## config.mk

```make
export PLATFORM = sky130hd
export DESIGN_NAME = b16_sram_bridge
export DESIGN_NICKNAME = d
export VERILOG_FILES = /design/src/rtl/b16_sram_bridge.sv
export SDC_FILE = /design/constraint.sdc
export NUM_CORES = 1
export LEC_CHECK = 0
export ABC_AREA = 0
export CAP_MARGIN = 20
export CORE_MARGIN = 1
export CORE_UTILIZATION = 48
export CTS_CLUSTER_SIZE = 30
export DETAILED_ROUTE_END_ITERATION = 7
export PLACE_DENSITY_LB_ADDON = 0.12
export RECOVER_POWER = 50
export SLEW_MARGIN = 20
export SYNTH_ARGS = -nofsm -noshare
export SYNTH_HDL_FRONTEND = slang
export SYNTH_SLANG_ARGS = --single-unit
```

## constraint.sdc

```tcl
create_clock -name clk -period 2.2 [get_ports clk]
set_input_delay 0.44 -clock clk [delete_from_list [all_inputs] [get_ports clk]]
set_output_delay 0.44 -clock clk [all_outputs]
set_load 0.02 [all_outputs]
```

## src/rtl/b16_sram_bridge.sv

```systemverilog
// Bridges 16-bit b16 core accesses onto an 8-bit asynchronous SRAM as big-endian
// byte phases (even byte = bits 15:8, odd byte = bits 7:0), stalling the core via cpu_run.
module b16_sram_bridge #(
  parameter int AW   = 16,
  parameter int WAIT = 2
) (
  input  logic          clk,
  input  logic          reset,
  input  logic          dbg_run,
  input  logic [15:0]   cpu_addr,
  input  logic          cpu_rd,
  input  logic [1:0]    cpu_wr,
  input  logic [15:0]   cpu_dout,
  output logic [15:0]   cpu_din,
  output logic          cpu_run,
  output logic [AW-1:0] mem_addr,
  output logic [7:0]    mem_dq_o,
  input  logic [7:0]    mem_dq_i,
  output logic          mem_oe,
  output logic          mem_we
);

  typedef enum logic [1:0] {IDLE, HI, LO, DONE} state_t;

  localparam logic [4:0] W = 5'(WAIT);

  state_t         state;
  logic           is_rd;
  logic [1:0]     lanes;
  logic [15:0]    wdata;
  logic [AW-2:0]  waddr;
  logic [4:0]     cnt;
  logic [4:0]     cnt_end;
  logic           req;
  logic           unused_addr_lsb;

  assign unused_addr_lsb = cpu_addr[0];
  assign req     = cpu_rd | (|cpu_wr);
  // Reads occupy WAIT+1 cycles per byte; writes add a setup and a hold cycle.
  assign cnt_end = is_rd ? W : W + 5'd1;
  // NOTE: cpu_run is combinational so the core sees the stall in the same cycle it raises req.
  assign cpu_run = ~reset & dbg_run & (~req | (state == DONE));

  always_ff @(posedge clk) begin
    // NOTE: a synchronous reset clears every register, so an in-flight access is simply dropped.
    if (reset) begin
      state    <= IDLE;
      is_rd    <= 1'b0;
      lanes    <= 2'b00;
      wdata    <= '0;
      waddr    <= '0;
      cnt      <= '0;
      cpu_din  <= '0;
      mem_addr <= '0;
      mem_dq_o <= '0;
      mem_oe   <= 1'b0;
      mem_we   <= 1'b0;
    end else begin
      unique case (state)
        IDLE: begin
          if (req && dbg_run) begin
            is_rd  <= cpu_rd;
            lanes  <= cpu_rd ? 2'b11 : cpu_wr;
            wdata  <= cpu_dout;
            waddr  <= cpu_addr[AW-1:1];
            cnt    <= '0;
            mem_oe <= cpu_rd;
            mem_we <= 1'b0;
            if (!cpu_rd && cpu_wr == 2'b01) begin
              state    <= LO;
              mem_addr <= {cpu_addr[AW-1:1], 1'b1};
              mem_dq_o <= cpu_dout[7:0];
            end else begin
              state    <= HI;
              mem_addr <= {cpu_addr[AW-1:1], 1'b0};
              mem_dq_o <= cpu_rd ? 8'h00 : cpu_dout[15:8];
            end
          end
        end
        HI, LO: begin
          if (cnt != cnt_end) begin
            cnt <= cnt + 5'd1;
            // Write strobe spans counts 1..WAIT; count 0 is setup, WAIT+1 is hold.
            if (!is_rd) mem_we <= (cnt < W);
          end else begin
            cnt <= '0;
            if (is_rd) begin
              if (state == HI) cpu_din[15:8] <= mem_dq_i;
              else             cpu_din[7:0]  <= mem_dq_i;
            end
            if (state == HI && lanes[0]) begin
              state    <= LO;
              mem_addr <= {waddr, 1'b1};
              mem_dq_o <= wdata[7:0];
            end else begin
              state  <= DONE;
              mem_oe <= 1'b0;
            end
          end
        end
        DONE: begin
          if (dbg_run) state <= IDLE;
        end
        default: state <= IDLE;
      endcase
    end
  end

endmodule
```

## Word-level counts from Yosys, hierarchy flattened

Cells that the tools add are included.

- Multiplexer cells: 30
- Reductions and logical operators: 16
- Bitwise gates (word level): 8
- Add/subtract/negate cells: 1
- Equality and inequality tests: 12
- Order comparisons: 1

Operators by type and width:

| cell | number |
|---|---|
| two-way mux 16 bit | 3 |
| two-way mux 8 bit | 5 |
| case mux 16 bit (2 select lines) | 1 |
| AND reduction 4 bit | 5 |
| case mux 8 bit (2 select lines) | 1 |
| != test 2 bit (second input constant) | 7 |
| two-way mux 1 bit | 10 |
| two-way mux 5 bit | 2 |
| case mux 5 bit (2 select lines) | 1 |
| two-way mux 2 bit | 4 |
| case mux 2 bit (3 select lines) | 1 |
| adder 5 x 1 -> 5 bit (second input constant) | 1 |
| less-than comparator 5 x 2 -> 1 bit (second input constant) | 1 |
| != test 5 x 2 -> 1 bit | 1 |
| == test 2 x 1 -> 1 bit (second input constant) | 2 |
| == test 2 bit (second input constant) | 2 |
| NOT 1 bit | 4 |
| case mux 1 bit (2 select lines) | 2 |
| AND reduction 2 bit | 2 |
| OR reduction 2 bit | 2 |
| logical AND 1 bit | 3 |
| AND reduction 3 bit | 1 |
| AND 1 bit | 2 |
| zero test 2 bit | 1 |
| other kinds (3) | 4 |

- Flip-flop bits (word level): 74
- Bits of input ports: 46
- Logic and storage cells: 80
- Output and inout port bits: 43

## Logic depth before layout (Yosys ltp)

- Word-level depth: 5
- Mapped depth: 9
- Depth with buffers taken out: 6

## Least setup slack after synthesis

No wires, ideal clock.

- Kind: in2out
- Start point: input cpu_rd
- End point: output cpu_run
- Required time: 1.760 ns
- Arrival time: 1.480 ns
- Stages on the path: 4
- Slack: 0.280 ns
- Buffers on the path: 1
- Path through: buf_2 -> nor3_1 -> nor2_1 -> nor3b_1

- Longest elaborated chain between the ends: 4

RTL lines:

| what | line | RTL |
|---|---|---|
| from (decl) | 11 | `input logic cpu_rd,` |
| bitwise OR 1 bit | 38 | `assign req = cpu_rd \| (\|cpu_wr);` |
| NOT 1 bit | 42 | `assign cpu_run = ~reset & dbg_run & (~req \| (state == DONE));` |
| bitwise OR 1 bit | 42 |  |
| AND 1 bit | 42 |  |
| to (decl) | 15 | `output logic cpu_run,` |

No other way between the ends.

## Final worst setup path

Ends and elaborated chain as after synthesis.

==> metrics.cfg <==
[worst_setup_path]
crit_path_end_kind=output port
rr_worst_depth=5
cp_slowest_cell=clkdlybuf4s50_1
path_buf_inv=3
cp.depth=6
cp_max_fo=2
cp_slowest_stage_delay_ns=0.43
cp_data_required_time_ns=1.76
worstSetupPathType=in2out
startpoint_type=input port
cp_top_family=buffers and inverters
path_cells=clkdlybuf4s50_1, nor3_1, buf_4, nor2_1, nor3b_1, buf_2
critPathArrivalTime_ns=1.60

[clocking]
clock-sinks=74
cts-root-buf=clkbuf_8
cts-htree-levels=3
cts-buffers-inserted=9
clock_latency_ns=0.34
cts_setup_buffers=0
cts_tree=yes
cts_buffer_depth=2
cts.clk_slew.worst_paths_ns=0.08

[detailed_routing]
firstDrtPassIters=8
vias=3177
wire_per_inst_um=15.5
ant_nets=0
viasPerCell=5.68
wirelength_mm=8.68
drt_iter0_markers=236
drc=4

[grt]
grt_pass1_vias=3071
grt_usage=0.253
grt_pass1_wl_mm=14.3
grt_overflow=0
grtUsageMet1=0.307
grt-busiest-layer=met2
grt_max_degree=73
antenna_found_initial=0
met3_usage=0.0593
grt_util_met2=0.445

[synth]
syn-num-nets=434
syn_area_per_cell_um2=8.61
ys_warn_count=0
synthCells=383
yosysSeqAreaShare=0.449
ys_types=41
synth_seq_cells=74
synth.cell_area_um2=3300

[cells_and_area]
num_antenna_cells=0
drive_above_1_share=0.122
nNetsFinal=529
fin_cells=559
area_growth_pct=36.6

[timing]
slew_headroom=0.491
slew_viol_final=0
hold_viol=0
tightest_slew_ns=0.764
setup_viol=0
fin_crit_ns=2.04
rsz0062_at_grt=no
max_freq_ghz=0.491
finClkSkew_ns=0.00775
finalCritPeriodShare=0.925

[floorplanning]
die_area_um2=7210
die_h_um=84.9
die_w_um=84.9
start_util=0.508
io-pin-count=89
core_area_um2=6490
core.rowCount=29

[power]
total_power_mw=4.56
ir_worst_vdd_mv=0.582
p_leak_nw=1.81
power_density_nw_per_um2=1010

[placement]
gp_congestion=0.740
dpl.cell_count=544
dp_hpwl_mm=5.93
io_buffers=87

[hold_path]
min_path_type=reg2reg
hold_depth=2

[outcome]
violations=design-rule violations
outcome=complete, but fails checks

[job]
drv_cap=0

[what timing repair did]
action | in CTS | in global routing
hold buffers | 0 | 0
gates resized for setup | 4 | 1
cloned | 0 | 0
setup endpoints to repair | 1 | 1
[area by class of cell]
type / count / area, µm²
Clock inverter: 4 / 53.8
Clock buffer: 11 / 131
Sequential cell: 74 / 1480
Tap cell: 77 / 96.3
Multi-Input combinational cell: 276 / 1660
Inverter: 5 / 18.8
Timing Repair Buffer: 112 / 1060
Fill cell: 545 / 1990
[tightest hold or removal path: cells and delay by family, from the launching register on]
family / cells / cell delay [ns]
flip-flops: 1 / 0.31
AND/OR/NAND/NOR: 1 / 0.05
AO/OA/AOI/OAI: 1 / 0.05
[state kept, by name, indices dropped and copies added (netlist names)]
name and cells:
is_rd 1, wdata 8, waddr 15, mem_dq_o 8, state 2, cpu_din 16, lanes 1, cnt 5
mem_we 1, mem_oe 1, mem_addr 16
[kinds of logic (layout without fill, tap and decap cells)]
logic type,Yosys count,count (layout),synth area share
AND/OR/NAND/NOR,147,147,0.206
flip-flops,74,74,0.449
AO/OA/AOI/OAI,96,96,0.189
adder cells (fa/ha/maj),5,5,0.0190
XOR/XNOR,4,4,0.0106
buffers and inverters,33,132,0.0501
multiplexers,24,24,0.0759
[power breakdown]
group / switching, mW / leakage [nW] / total [mW] / internal (mW)
clock network: 0.491 / 0.0856 / 1.01 / 0.521
registers: 0.177 / 0.602 / 1.76 / 1.58
logic: 1.03 / 1.12 / 1.79 / 0.766
[cells in the mapped netlist]
cell type	count	area (µm²)
and3_2	1	7.51
o31ai_1	1	7.51
a22oi_1	24	180
o2111ai_1	2	17.5
dfxtp_1	74	1480
a311oi_1	2	17.5
a31oi_1	24	150
mux2i_1	16	160
clkbuf_4	3	22.5
or2_2	1	6.26
a221o_2	1	11.3
nand4_2	2	25.0
nand2b_1	2	12.5
nor2_1	27	101
or4_2	1	8.76
xor2_1	4	35.0
nor3b_2	1	12.5
ha_1	5	62.6
nor4b_4	1	23.8
o311a_1	1	10.0
mux2_2	8	90.1
nor2b_1	3	18.8
a21oi_1	32	160
nor4b_2	1	15.0
o21a_1	1	7.51
a32oi_1	1	8.76
or4_1	1	7.51
a32o_1	1	10.0
buf_2	8	40.0
nand3b_1	1	7.51
nand2_1	76	285
clkbuf_8	2	27.5
a21o_2	2	17.5
o21ai_0	2	10.0
inv_1	5	18.8
clkbuf_1	15	56.3
o21bai_1	1	7.51
nor3_1	3	15.0
nand3_1	25	125
nor3b_1	1	7.51
a41oi_1	1	8.76
[path summary, 6_finish.rpt]
kind                            slack [ns]           to  startpoint
worst min-delay path                  0.46     wdata[2]    wdata[2]
worst min register to register        0.46     wdata[2]    wdata[2]
worst max-delay path                  0.16      cpu_run      cpu_rd
worst max register to register        0.18  cpu_din[15]      cnt[2]
[cells in the final DEF, fill, tap and decap left out, types with 2 or more instances in the layout]
cell type         n
buf_2             2
dfxtp_1          74
ha_1              5
nand2b_1          2
a311oi_1          2
dlygate4sd3_1    29
a21o_2            2
nor2b_1           3
mux2_2            8
mux2i_1          16
buf_4            20
nand3_1          25
o21ai_0           2
a31oi_1          24
buf_12            2
a21oi_1          31
clkbuf_8          9
inv_1             5
a22oi_1          24
o2111ai_1         2
nor2_1           26
clkinvlp_4        2
nand2_1          76
xor2_1            4
clkbuf_1          4
nor3_1            3
clkdlybuf4s50_1  56
[stage by stage]
step	worst slack [ns]	hold WS, ns	cell area [µm²]	TNS (ns)	util
CTS	0.0410	0.459	4540	0	0.699
floorplan	0.280	0.437	3300	0	-
detailed placement	-0.296	0.449	4350	-0.348	0.670
finish	0.165	0.457	4500	0	0.694
global route	0.0433	0.479	4500	0	0.694
global placement	-0.316	0.441	4350	-0.316	0.670
[layer usage]
| layer | share of wire | vias to the layer above |
|---|---|---|
| li1 | - | 1555 |
| met1 | 0.44 | 1504 |
| met2 | 0.49 | 110 |
| met3 | 0.060 | 8 |
| met4 | 0.010 | 0 |
| met5 | 0 | - |
Note: power is estimated with default switching activity, not from simulation.
